`config.mk`:
```
export PLATFORM = sky130hd
export DESIGN_NAME = lsu_mem_port_flat
export DESIGN_NICKNAME = d
export VERILOG_FILES = /design/src/rtl/lsu_mem_port_pkg.sv /design/src/rtl/lsu_mem_port_if.sv /design/src/rtl/lsu_lane_align.sv /design/src/rtl/lsu_mem_port.sv /design/src/flat_wrapper.sv
export SDC_FILE = /design/constraint.sdc
export NUM_CORES = 1
export LEC_CHECK = 0
export ABC_AREA = 1
export BUFFER_PORTS_ARGS = -buffer_cell sky130_fd_sc_hd__buf_4
export CORE_ASPECT_RATIO = 2
export CORE_MARGIN = 2
export CORE_UTILIZATION = 44
export DETAILED_ROUTE_END_ITERATION = 16
export PLACE_DENSITY = 0.76
export SLEW_MARGIN = 20
export SYNTH_ARGS = -nofsm -noshare
export SYNTH_HDL_FRONTEND = slang
export SYNTH_SLANG_ARGS = --single-unit
```
`constraint.sdc`:
```
create_clock -name clk -period 2.6 [get_ports clk]
set_input_delay 0.52 -clock clk [delete_from_list [all_inputs] [get_ports clk]]
set_output_delay 0.52 -clock clk [all_outputs]
set_load 0.02 [all_outputs]
```
`src/rtl/lsu_mem_port_pkg.sv`:
```
// Shared definitions for the load/store memory port: access-size encodings,
// the port FSM state type and the alignment helpers used at request accept.
package lsu_pkg;

   localparam logic [1:0] SZ_WORD = 2'b00;
   localparam logic [1:0] SZ_HALF = 2'b01;
   localparam logic [1:0] SZ_BYTE = 2'b10;
   localparam logic [1:0] SZ_RSVD = 2'b11;

   typedef enum logic [1:0] {
      IDLE  = 2'd0,
      ISSUE = 2'd1,
      WAIT  = 2'd2,
      RESP  = 2'd3
   } lsu_state_e;

   // True for a reserved size or an address not aligned to the access size.
   function automatic logic misaligned(input logic [1:0] size, input logic [1:0] addr);
      logic bad;
      case (size)
         SZ_WORD: bad = (addr != 2'b00);
         SZ_HALF: bad = addr[0];
         SZ_BYTE: bad = 1'b0;
         default: bad = 1'b1;
      endcase
      return bad;
   endfunction

   // Clears the low address bits that the access size does not allow.
   function automatic logic [1:0] force_align(input logic [1:0] size, input logic [1:0] addr);
      logic [1:0] a;
      case (size)
         SZ_HALF: a = {addr[1], 1'b0};
         SZ_BYTE: a = addr;
         default: a = 2'b00;
      endcase
      return a;
   endfunction

endpackage

```
`src/rtl/lsu_mem_port_if.sv`:
```
// Bundle of the core-side request/response handshakes and the memory-side
// access bus. The port itself uses the slave view; the core/memory side (or a
// bench) uses the master view.
interface lsu_mem_port_if;

   logic        req_valid;
   logic        req_ready;
   logic        req_we;
   logic [1:0]  req_size;
   logic        req_unsigned;
   logic [31:0] req_addr;
   logic [31:0] req_wdata;

   logic        rsp_valid;
   logic        rsp_ready;
   logic [31:0] rsp_rdata;
   logic        rsp_err;

   logic        mem_en;
   logic        mem_we;
   logic [3:0]  mem_be;
   logic [29:0] mem_addr;
   logic [31:0] mem_wdata;
   logic [31:0] mem_rdata;

   modport slave (
      input  req_valid, req_we, req_size, req_unsigned, req_addr, req_wdata,
      output req_ready,
      output rsp_valid, rsp_rdata, rsp_err,
      input  rsp_ready,
      output mem_en, mem_we, mem_be, mem_addr, mem_wdata,
      input  mem_rdata
   );

   modport master (
      output req_valid, req_we, req_size, req_unsigned, req_addr, req_wdata,
      input  req_ready,
      input  rsp_valid, rsp_rdata, rsp_err,
      output rsp_ready,
      input  mem_en, mem_we, mem_be, mem_addr, mem_wdata,
      output mem_rdata
   );

endinterface

```
`src/rtl/lsu_lane_align.sv`:
```
// Combinational byte-lane steering: byte enables and lane-replicated store
// data for the memory, and lane extraction plus sign/zero extension of the
// memory read word for loads.
module lsu_lane_align
   import lsu_pkg::*;
(
   input  logic [1:0]  size,
   input  logic [1:0]  addr_lo,
   input  logic [31:0] wdata,
   input  logic [31:0] rdata,
   input  logic        is_unsigned,
   output logic [3:0]  be,
   output logic [31:0] wdata_rep,
   output logic [31:0] rdata_ext
);

   logic [7:0]  byte_sel;
   logic [15:0] half_sel;

   // Select the addressed lane and build enables / replicated data per size.
   always_comb begin
      be        = 4'b1111;
      wdata_rep = wdata;
      rdata_ext = rdata;
      case (addr_lo)
         2'd0:    byte_sel = rdata[7:0];
         2'd1:    byte_sel = rdata[15:8];
         2'd2:    byte_sel = rdata[23:16];
         default: byte_sel = rdata[31:24];
      endcase
      half_sel = addr_lo[1] ? rdata[31:16] : rdata[15:0];
      case (size)
         SZ_BYTE: begin
            be        = 4'b0001 << addr_lo;
            wdata_rep = {4{wdata[7:0]}};
            rdata_ext = {{24{~is_unsigned & byte_sel[7]}}, byte_sel};
         end
         SZ_HALF: begin
            be        = addr_lo[1] ? 4'b1100 : 4'b0011;
            wdata_rep = {2{wdata[15:0]}};
            rdata_ext = {{16{~is_unsigned & half_sel[15]}}, half_sel};
         end
         default: begin
            be        = 4'b1111;
            wdata_rep = wdata;
            rdata_ext = rdata;
         end
      endcase
   end

endmodule

```
`src/rtl/lsu_mem_port.sv`:
```
// Load/store port between the RV32I datapath and a synchronous data memory.
// One request at a time: accept, issue a single word access with byte enables,
// wait MEM_LAT cycles for load data, then hold the response until taken.
// Build option: define LSU_MISALIGN_TRAP_EN to report misaligned or
// reserved-size requests as errors with no memory access; otherwise such
// requests are force-aligned (reserved size acts as word) and rsp_err is 0.
module lsu_mem_port
   import lsu_pkg::*;
#(
   parameter int MEM_LAT = 1
) (
   input  logic         clk,
   input  logic         rst_n,
   lsu_mem_port_if.slave bus
);

   localparam logic [1:0] LAT_M1 = 2'(MEM_LAT - 1);

   lsu_state_e  state_q, state_d;
   logic [1:0]  cnt_q;

   logic        we_q;
   logic [1:0]  size_q;
   logic        uns_q;
   logic [31:0] addr_q;
   logic [31:0] wdata_q;
   logic        err_q;
   logic [31:0] rdata_q;

   logic        accept;
   logic        req_err;
   logic [1:0]  size_eff;
   logic [31:0] addr_eff;

   logic [3:0]  be;
   logic [31:0] wdata_rep;
   logic [31:0] rdata_ext;

   logic        in_issue;
   logic        in_resp;

   assign accept = bus.req_valid & (state_q == IDLE);

`ifdef LSU_MISALIGN_TRAP_EN
   assign req_err  = misaligned(bus.req_size, bus.req_addr[1:0]);
   assign size_eff = bus.req_size;
   assign addr_eff = bus.req_addr;
`else
   assign req_err  = 1'b0;
   assign size_eff = (bus.req_size == SZ_RSVD) ? SZ_WORD : bus.req_size;
   assign addr_eff = {bus.req_addr[31:2], force_align(size_eff, bus.req_addr[1:0])};
`endif

   lsu_lane_align u_align (
      .size        (size_q),
      .addr_lo     (addr_q[1:0]),
      .wdata       (wdata_q),
      .rdata       (bus.mem_rdata),
      .is_unsigned (uns_q),
      .be          (be),
      .wdata_rep   (wdata_rep),
      .rdata_ext   (rdata_ext)
   );

   // FSM state and latency counter; reset drops any in-flight request.
   always_ff @(posedge clk or negedge rst_n) begin
      if (!rst_n) begin
         state_q <= IDLE;
         cnt_q   <= 2'd0;
      end else begin
         state_q <= state_d;
         if (state_q == ISSUE) begin
            cnt_q <= LAT_M1;
         end else if ((state_q == WAIT) && (cnt_q != 2'd0)) begin
            cnt_q <= cnt_q - 2'd1;
         end
      end
   end

   // Next-state decode.
   always_comb begin
      state_d = state_q;
      case (state_q)
         IDLE:    if (bus.req_valid) state_d = req_err ? RESP : ISSUE;
         ISSUE:   state_d = we_q ? RESP : WAIT;
         WAIT:    if (cnt_q == 2'd0) state_d = RESP;
         RESP:    if (bus.rsp_ready) state_d = IDLE;
         default: state_d = IDLE;
      endcase
   end

   // Request capture at accept and load-data capture on the last WAIT cycle.
   always_ff @(posedge clk) begin
      if (accept) begin
         we_q    <= bus.req_we;
         size_q  <= size_eff;
         uns_q   <= bus.req_unsigned;
         addr_q  <= addr_eff;
         wdata_q <= bus.req_wdata;
         err_q   <= req_err;
         rdata_q <= 32'd0;
      end else if ((state_q == WAIT) && (cnt_q == 2'd0)) begin
         rdata_q <= rdata_ext;
      end
   end

   assign in_issue = (state_q == ISSUE);
   assign in_resp  = (state_q == RESP);

   assign bus.req_ready = rst_n & (state_q == IDLE);

   assign bus.mem_en    = in_issue;
   assign bus.mem_we    = in_issue & we_q;
   assign bus.mem_be    = in_issue ? be : 4'b0000;
   assign bus.mem_addr  = in_issue ? addr_q[31:2] : 30'd0;
   assign bus.mem_wdata = in_issue ? wdata_rep : 32'd0;

   assign bus.rsp_valid = in_resp;
   assign bus.rsp_err   = in_resp & err_q;
   assign bus.rsp_rdata = in_resp ? rdata_q : 32'd0;

endmodule

```
`src/flat_wrapper.sv`:
```
// flat-port wrapper written by rule: the top's interface ports become plain ports
module lsu_mem_port_flat import lsu_pkg::*;
#(
   parameter int MEM_LAT = 1
)
  (clk, rst_n, bus_req_valid, bus_req_we, bus_req_size, bus_req_unsigned, bus_req_addr, bus_req_wdata, bus_req_ready, bus_rsp_valid, bus_rsp_rdata, bus_rsp_err, bus_rsp_ready, bus_mem_en, bus_mem_we, bus_mem_be, bus_mem_addr, bus_mem_wdata, bus_mem_rdata);
  lsu_mem_port_if bus_i ();
  input  logic clk;
  input  logic rst_n;
  input wire logic [$bits(bus_i.req_valid)-1:0] bus_req_valid;
  input wire logic [$bits(bus_i.req_we)-1:0] bus_req_we;
  input wire logic [$bits(bus_i.req_size)-1:0] bus_req_size;
  input wire logic [$bits(bus_i.req_unsigned)-1:0] bus_req_unsigned;
  input wire logic [$bits(bus_i.req_addr)-1:0] bus_req_addr;
  input wire logic [$bits(bus_i.req_wdata)-1:0] bus_req_wdata;
  output wire logic [$bits(bus_i.req_ready)-1:0] bus_req_ready;
  output wire logic [$bits(bus_i.rsp_valid)-1:0] bus_rsp_valid;
  output wire logic [$bits(bus_i.rsp_rdata)-1:0] bus_rsp_rdata;
  output wire logic [$bits(bus_i.rsp_err)-1:0] bus_rsp_err;
  input wire logic [$bits(bus_i.rsp_ready)-1:0] bus_rsp_ready;
  output wire logic [$bits(bus_i.mem_en)-1:0] bus_mem_en;
  output wire logic [$bits(bus_i.mem_we)-1:0] bus_mem_we;
  output wire logic [$bits(bus_i.mem_be)-1:0] bus_mem_be;
  output wire logic [$bits(bus_i.mem_addr)-1:0] bus_mem_addr;
  output wire logic [$bits(bus_i.mem_wdata)-1:0] bus_mem_wdata;
  input wire logic [$bits(bus_i.mem_rdata)-1:0] bus_mem_rdata;
  assign bus_i.req_valid = bus_req_valid;
  assign bus_i.req_we = bus_req_we;
  assign bus_i.req_size = bus_req_size;
  assign bus_i.req_unsigned = bus_req_unsigned;
  assign bus_i.req_addr = bus_req_addr;
  assign bus_i.req_wdata = bus_req_wdata;
  assign bus_req_ready = bus_i.req_ready;
  assign bus_rsp_valid = bus_i.rsp_valid;
  assign bus_rsp_rdata = bus_i.rsp_rdata;
  assign bus_rsp_err = bus_i.rsp_err;
  assign bus_i.rsp_ready = bus_rsp_ready;
  assign bus_mem_en = bus_i.mem_en;
  assign bus_mem_we = bus_i.mem_we;
  assign bus_mem_be = bus_i.mem_be;
  assign bus_mem_addr = bus_i.mem_addr;
  assign bus_mem_wdata = bus_i.mem_wdata;
  assign bus_i.mem_rdata = bus_mem_rdata;
  lsu_mem_port #(.MEM_LAT(MEM_LAT)) u_core (.clk(clk), .rst_n(rst_n), .bus(bus_i));
endmodule
```
==> impl_metrics.py <==
metrics = {
    "cells_and_area": {
        "drive_gt1_share_pct": 31.7,
        "nets": 942,
        "area_growth_pct": 39.7,
        "antenna_cells": 0,
    },
    "routing": {
        "drt-vias-per-instance": 5.05,
        "ant_nets": 0,
        "drtIter0Drc": 243,
        "num_vias": 4929,
        "drc": 0,
        "wl_per_cell_um": 16.2,
        "detail_route.first_pass.iterations": 5,
        "wirelength_mm": 15.8,
    },
    "cts": {
        "cts-root-buf": "clkbuf_16",
        "path_clk_slew_ns": 0.08,
        "post_cts_buffers": 0,
        "cts_tree": "yes",
        "cts-buffers-inserted": 9,
        "clock_latency_ns": 0.35,
        "htreeDepth": 3,
        "cts_sinks": 104,
        "clockBufferDepth": 2,
    },
    "yosys": {
        "syn_inst": 626,
        "yosys.cell_types.count": 30,
        "synth.ff_latch_count": 104,
        "avgSynthCellArea_um2": 8.31,
        "ys_warn_count": 0,
        "synth_area_leaders": "edfxtp_1, dfxtp_1, nand2_1, inv_1, a21oi_1",
        "synthFlopType": "edfxtp_1",
        "yosysTopAreaCell": "edfxtp_1",
        "async_reset_ff_share_pct": 3.85,
        "ys_seq_area_share_pct": 53.5,
        "synth_area_um2": 5200,
        "syn_nets": 741,
        "synth_edf_count": 68,
        "synth_top_cell_area_share_pct": 39.3,
    },
    "power": {
        "swShare_pct": 41.8,
        "comb_power_share_pct": 48.5,
        "power_density_nw_per_um2": 1050,
        "internal_power_mw": 4.45,
        "leakagePower_nw": 3.88,
        "peakVddDrop_uv": 714,
        "pwr-share-clk_pct": 18.8,
        "p_seq_share_pct": 32.7,
        "switching_power_mw": 3.20,
    },
    "hold_path": {
        "min_path_cells": 1,
        "hold_end": "u_core.addr_q[21]$_DFFE_PP_",
        "hp-start": "bus_req_addr[21]",
        "hold_path_class": "input pin to flip-flop",
    },
    "outcome": {
        "status": "finished clean",
    },
    "placed_design": {
        "dp.final_hpwl_mm": 12.3,
        "place_ws_ns": 0.293,
        "place_congestion": 0.929,
        "portBuffers": 205,
    },
    "critical_path": {
        "critPathMaxFanout": 29,
        "path_class": "flip-flop to primary output",
        "required_ns": 2.08,
        "setup.worst_path.end_class": "primary output",
        "startpoint_type": "flip-flop",
        "timing.rr.start": "u_core.size_q[1]$_DFFE_PP_",
        "arrival_ns": 1.92,
        "regToRegEndpoint": "u_core.rdata_q[19]$_SDFFE_PP0P_",
        "reg2reg_slack_ns": 0.49,
        "ff2ff_path_depth": 10,
    },
    "floorplanning": {
        "rows": 56,
        "die_h_um": 158,
        "dieWidth_um": 80.9,
        "core_area_um2": 11600,
        "die-area_um2": 12800,
        "ioPinCount": 207,
        "start_util_pct": 44.7,
    },
    "timing": {
        "fin_setup_tns_ns": 0,
        "max_freq_mhz": 410,
        "finalHoldWorstSlack_ns": 0.344,
        "drv_slew": 0,
        "setup_ws_ns": 0.160,
        "finalCritPeriodShare_pct": 93.9,
        "finalSetupViolCount": 0,
        "hold_viol_final": 0,
        "fin_crit_ns": 2.44,
        "fin_skew_ns": 0.00832,
        "rsz0062_at_grt": "no",
    },
    "global_route": {
        "antenna_found_initial": 0,
        "grt_max_degree": 46,
        "grt_pass1_wl_mm": 24.2,
        "grt_pass1_vias": 4974,
        "overflow": 0,
        "grtUsageTotal_pct": 25.3,
    },
    "job": {
        "maxCapViolations": 0,
    },
}
worst max-delay path: stages (launching register included):
cell,delay (ns)
dfrtp_1,0.42
inv_1,0.16
ha_4,0.37
buf_4,0.26
o211ai_1,0.14
inv_1,0.08
buf_4,0.13
worst max path at each step:
stage | start | to | slack [ns] | cells past startpoint
finish | u_core.state_q[1]$_DFFE_PN0P_ | bus_mem_wdata[20] | 0.16 | 6
floorplan | u_core.state_q[0]$_DFFE_PN0P_ | u_core.addr_q[0]$_DFFE_PP_ | 0.09 | 5
detailed placement | u_core.state_q[1]$_DFFE_PN0P_ | bus_mem_wdata[11] | 0.29 | 5
global placement | u_core.state_q[1]$_DFFE_PN0P_ | bus_mem_wdata[14] | 0.36 | 5
global route | u_core.size_q[1]$_DFFE_PP_ | bus_mem_wdata[23] | 0.003 | 7
CTS | u_core.size_q[0]$_DFFE_PP_ | bus_mem_wdata[21] | 0.06 | 8
what timing repair did:
| item | 4_1_cts | 5_1_grt |
|---|---|---|
| setup endpoints to repair | 18 | 12 |
| hold buffers | 1 | 0 |
| hold endpoints to repair | 4 | 0 |
| pin swaps | 0 | 0 |
| gates cloned | 0 | 0 |
| resized for setup | 2 | 4 |
per-layer routing:
| layer | vias to the layer above | global-route usage, % | wire length (µm) |
|---|---|---|---|
| met5 | - | 0 | 0 |
| met4 | 0 | 13.0 | 724 |
| met3 | 41 | 5.42 | 1090 |
| met2 | 226 | 47.3 | 8760 |
| met1 | 2254 | 25.5 | 5270 |
| li1 | 2408 | - | - |
layout make-up:
cell class / instances / area, µm²
fillers: 1044 / 4370
flip-flops and latches: 104 / 2780
multi-input cells: 360 / 1800
repair buffers: 223 / 1690
inverters: 129 / 490
clock buffers: 9 / 225
well taps: 145 / 181
clock inverters: 7 / 90.1
cells in the final DEF, fill, tap and decap left out:
cell type      synthesis  routed
a21oi_1               63      62
a21oi_2               10      11
a31oi_1                4       4
buf_12                 0       1
buf_4                  1     220
buf_6                  2       1
bufinv_16              0       1
clkbuf_16              0       9
clkinv_4               0       1
clkinvlp_4             0       1
conb_1                 1       1
dfrtp_1                4       4
dfxtp_1               32      32
dlygate4sd3_1          0       1
edfxtp_1              68      68
ha_1                  11      10
ha_4                   0       1
inv_1                126     125
inv_2                  2       2
inv_4                  0       1
inv_6                  0       2
inv_8                  0       3
nand2_1              134     134
nand2_2                1       1
nand3_1               17      17
nand3_4                1       1
nand4_1                2       2
nor2_1                32      32
nor3_2                 1       1
o211ai_1               8       8
o21ai_0               58      57
o21ai_1                1       2
o221ai_1               1       1
o22ai_1                7       7
o31ai_1                1       1
or2_2                  7       7
metrics by stage:
step,power (mW),area (µm²),std cells,util [%]
2_1_floorplan,4.75,5200,626,-
3_3_place_gp,6.14,6920,960,59.5
3_5_place_dp,6.23,6920,960,59.5
4_1_cts,7.70,7250,977,62.4
5_1_grt,8.16,7260,977,62.4
6_report,7.66,7260,977,62.4
cell usage after synthesis, types with 6 or more instances:
cell      number
dfxtp_1       32
or2_2          7
inv_1        126
nand3_1       17
edfxtp_1      68
o21ai_0       58
ha_1          11
clkbuf_1      23
o22ai_1        7
a21oi_1       63
nand2_1      134
buf_2          6
o211ai_1       8
a21oi_2       10
nor2_1        32
registers in the layout, summed over array words and instances (netlist names):
name / count
u_core.uns_q: 1
u_core.size_q: 2
u_core.addr_q: 32
u_core.cnt_q: 2
u_core.rdata_q: 32
u_core.wdata_q: 32
u_core.we_q: 1
u_core.state_q: 2
kinds of logic (layout without fill, tap and decap cells):
group / Yosys count / in the layout / share of synthesized area (%)
adders and majority gates: 11 / 11 / 2.65
DFF: 104 / 104 / 53.5
other: 1 / 1 / 0.0721
and+or+nand+nor: 195 / 195 / 15.4
AOI/OAI and AO/OA: 153 / 153 / 16.2
buffers and inverters: 162 / 368 / 12.2
power by group through the flow:
stage	sequential (mW)	combinational, mW	clock (mW)
floorplan	2.45	2.30	0
global placement	2.51	3.64	0
detailed placement	2.53	3.71	0
CTS	2.50	3.74	1.47
global route	2.54	4.10	1.52
finish	2.50	3.72	1.44
Power figures use the tool's default switching activity.
